### config.mk
export PLATFORM = sky130hd
export DESIGN_NAME = activation_table_loader
export DESIGN_NICKNAME = d
export VERILOG_FILES = /design/src/rtl/activation_table_loader.sv
export SDC_FILE = /design/constraint.sdc
export NUM_CORES = 1
export LEC_CHECK = 0
export BUFFER_PORTS_ARGS = -buffer_cell sky130_fd_sc_hd__buf_2
export CORE_UTILIZATION = 50
export DETAILED_ROUTE_END_ITERATION = 7
export GPL_ROUTABILITY_DRIVEN = 1
export GPL_TIMING_DRIVEN = 0
export PLACE_DENSITY = 0.85
export SLEW_MARGIN = 20
export SYNTH_ARGS = -nofsm -noshare
export SYNTH_HDL_FRONTEND = slang
export SYNTH_SLANG_ARGS = --single-unit
### constraint.sdc
create_clock -name clock -period 2.5 [get_ports clock]
set_clock_uncertainty 0.2 [all_clocks]
set_input_delay 0.25 -clock clock [delete_from_list [all_inputs] [get_ports clock]]
set_output_delay 0.25 -clock clock [all_outputs]
set_load 0.005 [all_outputs]
### src/rtl/activation_table_loader.sv
// Loads (tag, sigmoid, tanh) entries into the activation tag/value memories.
// Define ACT_LOADER_ORDER_CHECK_EN to enforce strictly increasing signed tags.
module activation_table_loader #(
  parameter int DATAWIDTH = 16,
  parameter int INWIDTH   = 10
) (
  input  logic                   clock,
  input  logic                   reset,
  input  logic                   start,
  input  logic                   in_valid,
  output logic                   in_ready,
  input  logic [DATAWIDTH-1:0]   in_tag,
  input  logic [DATAWIDTH-1:0]   in_sig,
  input  logic [DATAWIDTH-1:0]   in_tanh,
  output logic                   tag_we,
  output logic [INWIDTH-1:0]     tag_addr,
  output logic [DATAWIDTH-1:0]   tag_wdata,
  output logic                   act_we,
  output logic [INWIDTH-1:0]     act_addr,
  output logic [2*DATAWIDTH-1:0] act_wdata,
  output logic                   busy,
  output logic                   done,
  output logic                   order_error,
  output logic [INWIDTH:0]       entry_count
);

  typedef enum logic [1:0] {
    S_IDLE,
    S_LOAD,
    S_DONE,
    S_ERROR
  } state_t;

  localparam logic [INWIDTH:0] LAST_IDX = {1'b0, {INWIDTH{1'b1}}};

  state_t                 state_reg, state_next;
  logic [INWIDTH:0]       count_reg;
  logic                   we_reg;
  logic [INWIDTH-1:0]     addr_reg;
  logic [DATAWIDTH-1:0]   tag_data_reg;
  logic [2*DATAWIDTH-1:0] act_data_reg;

  logic accept;
  logic order_bad;
  logic write_ok;

  assign accept   = in_valid && (state_reg == S_LOAD);
  // A start in LOAD wins over a simultaneous accept, so that entry is dropped.
  assign write_ok = accept && !start && !order_bad;

`ifdef ACT_LOADER_ORDER_CHECK_EN
  logic [DATAWIDTH-1:0] prev_tag_reg;

  assign order_bad = (count_reg != '0) && ($signed(in_tag) <= $signed(prev_tag_reg));

  always_ff @(posedge clock) begin
    if (!reset) begin
      prev_tag_reg <= '0;
    end else if (write_ok) begin
      prev_tag_reg <= in_tag;
    end
  end
`else
  assign order_bad = 1'b0;
`endif

  always_ff @(posedge clock) begin
    if (!reset) begin
      state_reg <= S_IDLE;
    end else begin
      state_reg <= state_next;
    end
  end

  always_comb begin
    state_next = state_reg;
    unique case (state_reg)
      S_IDLE, S_DONE, S_ERROR: begin
        if (start) begin
          state_next = S_LOAD;
        end
      end
      S_LOAD: begin
        if (start) begin
          state_next = S_LOAD;
        end else if (accept && order_bad) begin
          state_next = S_ERROR;
        end else if (write_ok && (count_reg == LAST_IDX)) begin
          state_next = S_DONE;
        end
      end
      default: state_next = S_IDLE;
    endcase
  end

  // The count doubles as the write pointer; it advances on the accept edge so the
  // registered write and the updated count appear together in the next cycle.
  always_ff @(posedge clock) begin
    if (!reset) begin
      count_reg    <= '0;
      we_reg       <= 1'b0;
      addr_reg     <= '0;
      tag_data_reg <= '0;
      act_data_reg <= '0;
    end else begin
      we_reg <= write_ok;
      if (write_ok) begin
        addr_reg     <= count_reg[INWIDTH-1:0];
        tag_data_reg <= in_tag;
        act_data_reg <= {in_sig, in_tanh};
        count_reg    <= count_reg + 1'b1;
      end
      if (start) begin
        count_reg <= '0;
      end
    end
  end

  assign in_ready    = (state_reg == S_LOAD);
  assign busy        = (state_reg == S_LOAD);
  assign done        = (state_reg == S_DONE);
`ifdef ACT_LOADER_ORDER_CHECK_EN
  assign order_error = (state_reg == S_ERROR);
`else
  assign order_error = 1'b0;
`endif
  assign tag_we      = we_reg;
  assign act_we      = we_reg;
  assign tag_addr    = addr_reg;
  assign act_addr    = addr_reg;
  assign tag_wdata   = tag_data_reg;
  assign act_wdata   = act_data_reg;
  assign entry_count = count_reg;

endmodule

Word-level counts from Yosys, hierarchy flattened. Index checks and enable logic that the tools add are counted.

$add $sub $neg: 1. Equal/unequal tests: 6. Mux-type cells: 4. Bitwise gates (word level): 1. Reductions and logical operators: 8.

Operators with widths (number): $add 11x1->11 const B (1); $eq 11x10->1 const B (1); $mux 2 (3); $eq 2x2->1 const B (2); $pmux 2 s2 (1); $logic_and 1x1->1 (3); $ne 3x2->1 const B (1); $reduce_or 3->1 (1); $eq 2x1->1 const B (1); $logic_not 2->1 (1); $ne 2x2->1 const B (1); $reduce_and 2->1 (1); $reduce_or 2->1 (1); $logic_not 1->1 (1); $not 1->1 (1).

Bits in registers: 72. Input bits: 52. Output and inout bits: 85. Logic and storage cells: 26.

Logic depth before layout (Yosys ltp).
Depth after elaboration: 7. Mapped depth: 5. Depth with buffers taken out: 4.

Least setup slack after synthesis. No wires, ideal clock.

Path kind: reg2reg. Start: reg count_reg[0] (netlist: entry_count[0]). End: reg count_reg[10] (netlist: entry_count[10]). Setup time: 0.072 ns. Arrival: 1.267 ns. Data required time: 2.228 ns. Slack: 0.961 ns. Stages on the path, launching flop included: 5. Path buffers: 0. Clock period less this slack: 1.539 ns. Path through: dfxtp_1 ha_1 nand3_1 nor4_2 mux2i_1.

Word-level cells in the longest chain between the ends: 1.

RTL lines: from (decl) (line 37) `logic [INWIDTH:0] count_reg;`; from (signal assigned) (line 111) `count_reg <= count_reg + 1'b1;`; $add 11x1->11 (line 111).

Every way passes these cells. A chain may end at the register's enable or synchronous reset.

Worst setup path in the final report. Ends and elaborated chain as after synthesis.

==> summary.md <==
| Metric | Value |
|---|---|
| Status | finished, final reports clean |
| Longest Clk Path Bufs | 2 |
| First-pass GRT wire length | 13000 µm |
| Largest net degree at the start of global routing | 11 |
| CP max-delay cell | dfxtp_1 |
| CP Launch Type | flip-flop |
| CP endpoint kind | flip-flop |
| Library cells used by synthesis | 31 |
| Critical path type | reg2reg |
| Total CTS buffers | 9 |
| DRT iter0 DRCs | 155 |
| Final setup viols | 0 |
| Hold Path Origin | start |
| DR pass1 iterations | 6 |
| Die X-Extent | 79.0 µm |
| Min-Delay Path Class | in2reg |
| Post-Syn Area | 0.00296 mm² |
| Fin Setup TNS | 0 ns |
| Clock network power share | 35.6% |
| CTS tree | done |
| Final Critical Period | 1.73 ns |
| Comb pwr share | 10.6% |
| Hpwl dp | 4860 µm |
| Count of pins over their slew limit | 0 |
| Maximum clock frequency | 579 MHz |
| H-tree depth | 3 |
| Die Y | 79.0 µm |
| DRC viols | 0 |
| FF-to-FF End | entry_count[10] |
| Layout Nets | 587 |
| Fin area | 0.00437 mm² |
| Row Count | 27 |
| Post-placement cell area | 0.00373 mm² |
| Switching pwr | 0.500 mW |
| Layout cells sized above 1 | 34.0% |
| Crit path DAT | 1.80 ns |
| Syn-to-layout area delta | 47.6% |
| WL final | 8210 µm |
| Syn nets | 393 |
| Seq/Total Area, Yosys | 48.6% |
| Yosys warnings | 0 |
| Final core occ | 78.0% |
| Seq cells post-synth | 72 |
| Cells along the critical path | ha_1 > nand3_1 > nor4_2 > mux2i_1 |
| Post-synth EDFFs | 0 |
| Die ar. | 0.00624 mm² |
| Clk slew on worst S/H paths | 0.07 ns |
| Initial core utilization | 52.8% |
| Antenna violations before repair | 0 |
| Share of Yosys cell area claimed by the top area cell type | 48.6% |
| Overflow after GRT | 0 |
| Most frequent cells in the layout | 141 x buf_2, 126 x nand2_1, 72 x dfxtp_1 |
| Synth Flop Type | dfxtp_1 |
| Setup Buffers After CTS | 0 |
| Worst hold path depth | 3 |
| Internal power | 1.70 mW |
| Clk_lat worst skew | 0.33 ns |
| Max incr delay on CP | 0.48 ns |
| PortBufs | 135 |
| CP max FO | 6 |
| Period utilization | 69.1% |
| Via count of the first global-routing pass | 2838 |
| Area contributors post-synth | dfxtp_1 49%, nand2_1 16%, a21boi_1 12% |
| Sw frac | 22.7% |
| CTS sink cnt | 72 |
| Core area | 0.00561 mm² |
| Peak supply drop | 0.382 mV |
| Post-CTS Resized | 0 |
| Antenna Violating Nets Remaining | 0 |
| Drt wl/cell | 13.5 µm |
| Most common cell after layout, fill and taps aside | buf_2 |
| Placer Congestion | 0.784 |
| Reg2reg start | entry_count[0] |
| Max reg flops | 32 |
| Power, Total | 2.20 mW |
| Vias/cell | 4.98 |
| Via count | 3032 |
| RSZ-0062 raised after global routing | false |
| Avg Inst Size Synth | 8.71 µm² |
| Maxcap violations | 0 |
| Ys async rst share | 0% |
| WHS Endpoint | state_reg[0] |
| P per Cell Area | 504 mW/mm² |
| CTS root buf | clkbuf_8 |
| Synth Instances | 340 |
| Hold_buf cts | 48 |
| Reg2reg path depth | 4 |
| Post-synth top area cell | dfxtp_1 |
| Leakage power | 1.99 nW |
| Hold Vio Cnt, Final | 0 |
| Overall routing resource usage | 27.0% |
| Sequential share of power | 53.7% |
| R2r setup slk | 0.77 ns |
| Critical Path RT | 2.57 ns |
| IO Pins | 137 |
[per-layer routing]
| metal | vias up | GRT usage [%] | routed length [µm] |
|---|---|---|---|
| met5 | - | 0 | 0 |
| met4 | 0 | 14.0 | 182 |
| met3 | 21 | 4.71 | 358 |
| met2 | 106 | 47.9 | 4290 |
| met1 | 1416 | 30.9 | 3380 |
| li1 | 1489 | - | - |
[power by group through the flow]
stage	registers [mW]	logic, mW	clock network, mW
2_1_floorplan	1.21	0.0825	0
3_3_place_gp	1.21	0.167	0
3_5_place_dp	1.21	0.169	0
4_1_cts	1.18	0.227	0.797
5_1_grt	1.18	0.254	0.839
6_report	1.18	0.235	0.785
[cells in the mapped netlist, types with 3 or more instances]
cell type and n:
nand3_1 4, mux2i_1 6, nand4_1 3, buf_2 6, dfxtp_1 72, a21boi_1 47
buf_4 20, a21boi_0 11, nand2_1 126, clkbuf_1 8, nand2b_1 8, nor4_2 5
a21oi_1 3
[through the flow]
stage               hold slack (ns)  instances  setup WS [ns]
floorplan                     0.185        340          0.961
global placement              0.238        547          0.817
detailed placement            0.242        547          0.787
CTS                          0.0280        608          0.770
global route                 0.0610        608          0.683
finish                       0.0365        609          0.772
[worst max-delay path: cells and delay by family, from the launching register on]
kind	cells	cell delay (ns)
simple gates	2	0.49
fa+ha+maj	1	0.30
mux	1	0.20
flops	1	0.48
[logic make-up (layout without fill, tap and decap cells)]
kind of cell	Yosys count	after routing	share of synthesized area, %
mux	6	6	2.03
buf+inv	35	231	7.22
other cells	1	2	0.127
fa+ha+maj	1	1	0.422
flops	72	72	48.6
simple gates	157	157	24.5
xor+xnor	1	1	0.296
compound gates	67	67	16.7
[layout make-up]
type | instances | area (µm²)
plain buffers | 34 | 210
clock inverters | 1 | 5.00
inverters | 1 | 3.75
repair buffers | 183 | 1160
clock buffers | 12 | 155
fillers | 405 | 1240
well taps | 72 | 90.1
multi-input cells | 233 | 1310
flip-flops and latches | 72 | 1440
diodes | 1 | 2.50
[worst max path at each step]
stage / start / end / slack, ns
floorplan: entry_count[0] / entry_count[10] / 0.96
global placement: entry_count[0] / entry_count[10] / 0.82
detailed placement: entry_count[0] / entry_count[10] / 0.79
CTS: entry_count[0] / entry_count[10] / 0.77
global route: entry_count[0] / entry_count[10] / 0.68
finish: entry_count[0] / entry_count[10] / 0.77
Note: power is estimated with default switching activity, not from simulation.
